### config.mk
export PLATFORM = sky130hd
export DESIGN_NAME = pool_out_buffer
export DESIGN_NICKNAME = d
export VERILOG_FILES = /design/src/rtl/pool_out_buffer.sv
export SDC_FILE = /design/constraint.sdc
export NUM_CORES = 1
export LEC_CHECK = 0
export CORE_MARGIN = 2
export CORE_UTILIZATION = 55
export CTS_CLUSTER_DIAMETER = 80
export DETAILED_ROUTE_END_ITERATION = 16
export PLACE_DENSITY = 0.73
export SYNTH_ARGS = -nofsm -noshare
export SYNTH_HDL_FRONTEND = slang
export SYNTH_SLANG_ARGS = --single-unit
### constraint.sdc
create_clock -name clk -period 9.3 [get_ports clk]
set_clock_uncertainty 0.15 [all_clocks]
set_input_delay 1.86 -clock clk [delete_from_list [all_inputs] [get_ports clk]]
set_output_delay 1.86 -clock clk [all_outputs]
set_load 0.005 [all_outputs]
### src/rtl/pool_out_buffer.sv
`default_nettype none
// ============================================================================
// Module   : pool_out_buffer
// Brief    : Captures one pooled feature-map frame into a register array,
//            then replays it in raster order over a valid/ready stream.
//            Reports when the upstream accelerator may start a new frame.
// Revision : 1.0 - initial release
// ============================================================================
module pool_out_buffer #(
    parameter int N     = 16,
    parameter int M     = 4,
    parameter int DEPTH = M * M,
    parameter int CW    = 5
) (
    input  logic         clk,
    input  logic         global_rst,
    input  logic [N-1:0] data_in,
    input  logic         valid_in,
    input  logic         end_in,
    output logic [N-1:0] dout,
    output logic         dout_valid,
    input  logic         dout_ready,
    output logic         dout_last,
    output logic         frame_rdy,
    output logic         frame_done,
    output logic         short_frame,
    output logic         overflow
);

    // Index width into the storage array; the counters carry one extra bit
    // so that a completely full buffer (count == DEPTH) is representable.
    localparam int          c_AW    = (DEPTH > 1) ? $clog2(DEPTH) : 1;
    localparam logic [CW-1:0] c_DEPTH = CW'(DEPTH);
    localparam logic [CW-1:0] c_ONE   = CW'(1);

    localparam logic [1:0] c_IDLE    = 2'd0;
    localparam logic [1:0] c_CAPTURE = 2'd1;
    localparam logic [1:0] c_DRAIN   = 2'd2;

    logic [1:0]    r_state;
    logic [1:0]    w_state_nxt;
    logic [CW-1:0] r_wr_cnt;
    logic [CW-1:0] r_rd_idx;
    logic [N-1:0]  r_mem [DEPTH];
    logic          r_frame_done;
    logic          r_short;
    logic          r_ovf;

    logic          w_wr_en;
    logic          w_xfer;
    logic          w_drain_done;
    logic          w_short_set;
    logic          w_ovf_set;
    logic          w_last;
    logic [CW-1:0] w_wr_cnt_after;

    // Last word of the frame is the one just below the captured count.
    assign w_last         = (r_rd_idx == (r_wr_cnt - c_ONE));
    assign w_wr_cnt_after = valid_in ? (r_wr_cnt + c_ONE) : r_wr_cnt;

    // State register.
    always_ff @(posedge clk) begin
        if (global_rst) begin
            r_state <= c_IDLE;
        end else begin
            r_state <= w_state_nxt;
        end
    end

    // Next-state decode plus the per-cycle write/transfer/flag strobes.
    always_comb begin
        w_state_nxt  = r_state;
        w_wr_en      = 1'b0;
        w_xfer       = 1'b0;
        w_drain_done = 1'b0;
        w_short_set  = 1'b0;
        w_ovf_set    = 1'b0;
        case (r_state)
            c_IDLE: begin
                // A lone end_in here belongs to no frame and is ignored.
                if (valid_in) begin
                    w_wr_en     = 1'b1;
                    w_state_nxt = c_CAPTURE;
                end
            end
            c_CAPTURE: begin
                w_wr_en = valid_in && (r_wr_cnt < c_DEPTH);
                if (valid_in && (r_wr_cnt == (c_DEPTH - c_ONE))) begin
                    w_state_nxt = c_DRAIN;
                end else if (end_in) begin
                    // A sample arriving with end_in is written and counted.
                    w_state_nxt = c_DRAIN;
                    w_short_set = (w_wr_cnt_after < c_DEPTH);
                end
            end
            c_DRAIN: begin
                // Buffer is busy replaying: new samples have nowhere to go.
                w_ovf_set = valid_in;
                w_xfer    = dout_ready;
                if (dout_ready && w_last) begin
                    w_drain_done = 1'b1;
                    w_state_nxt  = c_IDLE;
                end
            end
            default: begin
                w_state_nxt = c_IDLE;
            end
        endcase
    end

    // Storage array; contents are intentionally not reset.
    always_ff @(posedge clk) begin
        if (w_wr_en) begin
            r_mem[r_wr_cnt[c_AW-1:0]] <= data_in;
        end
    end

    // Counters, completion pulse and sticky error flags.
    always_ff @(posedge clk) begin
        if (global_rst) begin
            r_wr_cnt     <= '0;
            r_rd_idx     <= '0;
            r_frame_done <= 1'b0;
            r_short      <= 1'b0;
            r_ovf        <= 1'b0;
        end else begin
            r_frame_done <= w_drain_done;
            if (w_drain_done) begin
                r_wr_cnt <= '0;
                r_rd_idx <= '0;
            end else begin
                if (w_wr_en) begin
                    r_wr_cnt <= r_wr_cnt + c_ONE;
                end
                if (w_xfer) begin
                    r_rd_idx <= r_rd_idx + c_ONE;
                end
            end
            if (w_short_set) begin
                r_short <= 1'b1;
            end
            if (w_ovf_set) begin
                r_ovf <= 1'b1;
            end
        end
    end

    // Drain outputs come straight from registered state, so they cannot
    // change while the consumer holds off ready.
    assign dout_valid  = (r_state == c_DRAIN);
    assign dout        = dout_valid ? r_mem[r_rd_idx[c_AW-1:0]] : '0;
    assign dout_last   = dout_valid && w_last;
    assign frame_rdy   = (r_state != c_DRAIN);
    assign frame_done  = r_frame_done;
    assign short_frame = r_short;
    assign overflow    = r_ovf;

endmodule
`default_nettype wire

[Word level (Yosys, flattened, before mapping)]
Memories as Yosys holds them, arrays and structs flattened. A register that Yosys moved wholly into a read port is not among the register bits.
Index checks and enable logic that the tools add are counted.
Storage, ports and cells
  flip-flop bits (word level): 15
  memory bits (writable): 256
  bits of input ports: 21
  output and inout bits: 22
  logic and storage cells: 47
  memories: 1
Cells by class
  add/sub/neg operators: 3
  order comparisons: 2
  eq/ne operators: 8
  mux-type cells: 20
  reduce and logical (&&, ||, !) cells: 7
Memory list
  r_mem: words 16, bits a word 16, read ports 1, clocked after memory_dff 1, write ports 1, line 44  | logic [N-1:0] r_mem [DEPTH];
Operator list (count)
  two-way mux 16 bit: 1
  adder 5 x 1 -> 5 bit, second input constant: 2
  < comparator 5 bit, second input constant: 2
  two-way mux 1 bit: 10
  two-way mux 2 bit: 4
  two-way mux 4 bit: 2
  case mux 2 bit (3 select lines): 1
  equality test 5 x 4 -> 1 bit, second input constant: 1
  equality test 5 bit: 1
  two-way mux 5 bit: 1
  subtractor 5 x 1 -> 5 bit, second input constant: 1
  logical AND 1 bit: 4
  inequality test 2 bit, second input constant: 2
  inequality test 3 bit, second input constant: 1
  AND reduction 3 bit: 1
  equality test 2 x 1 -> 1 bit, second input constant: 1
  equality test 2 bit, second input constant: 1
  logical NOT 2 bit: 1
  inequality test 2 x 1 -> 1 bit, second input constant: 1
  case mux 1 bit (2 select lines): 1
  OR reduction 2 bit: 1

[Depth between registers and ports, before layout]
  word-level depth: 7
  depth in mapped cells: 7
  mapped depth without buffers: 7

[Least setup slack after synthesis]
No wires, ideal clock.
  kind: input to register
  start point: in valid_in
  end point: mem r_mem[3][0], enable pin
  library setup time: 0.409 ns
  arrival time: 3.679 ns
  data required time: 8.741 ns
  path slack: 5.061 ns
  stages on the path: 4
  buffers on the path: 0
  path through: nand2b_1 a21oi_1 nand2_1 nor3_1
Between the ends
  word-level cells in the longest chain between the ends: 4
  elaborated cells between the ends (all ways): 5
  classes of those cells: mux (4); reduce/logical (1)
RTL lines
  start, declared: line 18  | input logic valid_in,
  two-way mux 1 bit or logical AND 1 bit (tied branches): line 81, 87
  case mux 1 bit (2 select lines) (*): line 78  | case (r_state)
  two-way mux 1 bit (*): line 113  | if (w_wr_en) begin
  two-way mux 1 bit (implied by the code) (*): line 114  | r_mem[r_wr_cnt[c_AW-1:0]] <= data_in;
  end, declared: line 44
Every way passes the cells marked *; elsewhere a longest branch is shown, timed or not.

==> metrics.txt <==
clock share of power 40.2%; net count after synthesis 524; Via density around 6; CP max FO 44; CTS resizes 0; first-pass GRT wire length 31100 um; row count about 50; Internal 2.03 mW; htree depth 1; Cells after Synth 496; Total Wirelength 20900 um; Flop pwr share 54.4%; flip-flop and latch count after synthesis 275; yosys warns 0; Post-synth EDFFs 256; VDD IR-drop max between 0.1 and 0.15 mV; Max Buffers Root-to-Sink 3; relative slew slack 25.2%; I/O pin cnt 43; initial DRC count between 400 and 500; status complete, no violations; Fmax 0.177 GHz; Final Cell Area 12400 um2; Worst Max-Slew Pin Slew 1.12 ns; gr usage total a little over a fifth; 1st-pass router iterations 5; n_diodes 0; DRC errors left 0; post-layout util ~64%; nets@finish 591; placed cells between 700 and 800; Post-DP HPWL around 11000 um; Leakage Power 3.85 nW; Final min period 5.66 ns; switching power 0.507 mW; Hold Fails Final Rpt 0; clk slew on worst S/H paths 0.06 ns; total of max-cap violations 0; synthesized area per cell between 20 and 25 um2; initial antenna violation count 0; kind of critical path flip-flop to primary output; total gr overflow 0; IO Port Bufs 42; CORE AREA approximately 19000 um2; Worst Hold Class flip-flop to flip-flop; endpoint type of the worst setup path primary output; CTS tree built; Required @ worst endpoint between 7 and 8 ns; Final period util 60.8%; Switching Share 20.0%; Post-Layout Cell Count 848; sequential cell area fraction in the yosys report 75.3%; Final setup violation count 0; CTS Hold Bufs 0; Yosys cell types 33; P&R area growth vs syn 15.4%; top_reg_cell synth edfxtp_1; total number of vias 5080; largest net degree at the start of global routing 65; Power, Total 2.54 mW; setup_tns 0 ns; Data arrival, critical path 3.65 ns; postcts setup bufs 0; TritonCTS Sinks 275; layout cells sized above 1 27.3%; Post-DRT Antenna Nets 0; die area 20600 um2; Clk Tree Root Cell clkbuf_16; vias in the first global route 5183; CTS Buf Count 27; Logic pwr share around 5.4%; Power Dens Cells 205 nW/um2; Area after DPL around 12000 um2; WL per Instance 24.6 um; max-slew violation count 0; Syn Std Cell Area 10700 um2; ys async rst share 0%; DIE WIDTH 144 um; RSZ-0062 raised after global routing false; GP Congestion 0.732; Startpoint Class flip-flop; Starting Density 55.6%; Die Ht 144 um; later-pin clock latency in the skew report between 0.5 and 0.6 ns
## registers in the layout (all words and copies together) (netlist names), named ones only
signal / flops
short_frame: 1
r_mem: 256
r_state: 2
frame_done: 1
r_wr_cnt: 5
overflow: 1
r_rd_idx: 5
## logic make-up after synthesis
family / after synthesis / share of synthesized area [%]
xor gates and xnor gates: 11 / 0.899
and+or+nand+nor: 76 / 3.61
adders and majority gates: 7 / 0.817
DFF: 275 / 75.3
AOI/OAI and AO/OA: 17 / 1.00
muxes: 82 / 17.0
buffers and inverters: 28 / 1.42
## cell usage after synthesis (all sizes together) (2+ instances only)
cell,count,area [um2]
mux2i,2,20.0
xor2,7,61.3
and2,16,100
nand2b,5,31.3
nand4,3,18.8
nor2,26,97.6
clkbuf,5,18.8
xnor2,4,35.0
edfxtp,256,7690
a21oi,8,40.0
o21ai,3,15.0
dfxtp,19,380
nand3b,3,22.5
ha,7,87.6
mux4,80,1800
nand2,11,41.3
buf,18,115
inv,5,18.8
nor3,7,35.0
## area by class of cell
type / count / area [um2]
Sequential cell: 275 / 8070
Fill cell: 1333 / 6900
Multi-Input combinational cell: 193 / 2550
Clock buffer: 37 / 754
Timing Repair Buffer: 61 / 563
Tap cell: 265 / 332
Clock inverter: 12 / 82.6
Inverter: 5 / 18.8
## critical path, cell delays in order (launching register included)
cell             delay, ns
dfxtp_4               0.61
buf_4                 0.76
mux4_2                0.61
mux4_2                0.47
and2_1                0.20
clkdlybuf4s50_1       0.45
## power groups by stage
stage | clock, mW | sequential, mW | combinational, mW
3_5_place_dp | 0 | 1.41 | 0.138
4_1_cts | 1.04 | 1.38 | 0.139
6_report | 1.02 | 1.38 | 0.137
3_3_place_gp | 0 | 1.41 | 0.133
5_1_grt | 1.08 | 1.38 | 0.147
2_1_floorplan | 0 | 1.40 | 0.0863
## worst paths after layout
| kind | start | endpoint | slack (ns) | cells after the start |
|---|---|---|---|---|
| max | flip-flop | dout[7] | 3.64 | 5 |
| min | overflow$_SDFFE_PP0P_ | overflow$_SDFFE_PP0P_ | 0.32 | 2 |
| max reg2reg | r_state[1]$_SDFFE_PP0P_ | r_mem[10][14]$_DFFE_PP_ | 6.48 | 5 |
| min reg2reg | overflow$_SDFFE_PP0P_ | overflow$_SDFFE_PP0P_ | 0.32 | 2 |
## routing by layer
layer	up-vias	share of wire (%)	global-route usage, %
met5	-	0	0
met4	0	2.8	5.57
met3	46	5.6	3.20
met2	187	50	34.2
met1	2673	42	29.8
li1	2174	-	-
## through the flow
stage               setup slack (ns)  hold slack (ns)
finish                          3.64            0.317
detailed placement              4.07            0.306
floorplan                       5.06            0.304
global route                    3.39            0.365
global placement                4.06            0.298
CTS                             3.52            0.320
## placed cells by master, fill, tap and decap left out, types with 2 or more instances in the layout
cell type,instances
ha_1,7
edfxtp_1,256
and2_1,16
nand3b_1,3
xor2_1,7
nor2_2,12
nand2_1,11
nor3_1,3
clkbuf_16,28
nor2_1,14
dfxtp_1,17
clkinv_2,9
clkinv_1,2
a21oi_1,8
clkdlybuf4s50_1,42
mux4_2,80
nand4_1,3
xnor2_1,4
inv_1,5
buf_4,19
o21ai_0,3
clkbuf_8,2
mux2i_1,2
nand2b_1,5
clkbuf_1,7
nor3_2,4
Note: power is estimated with default switching activity, not from simulation.
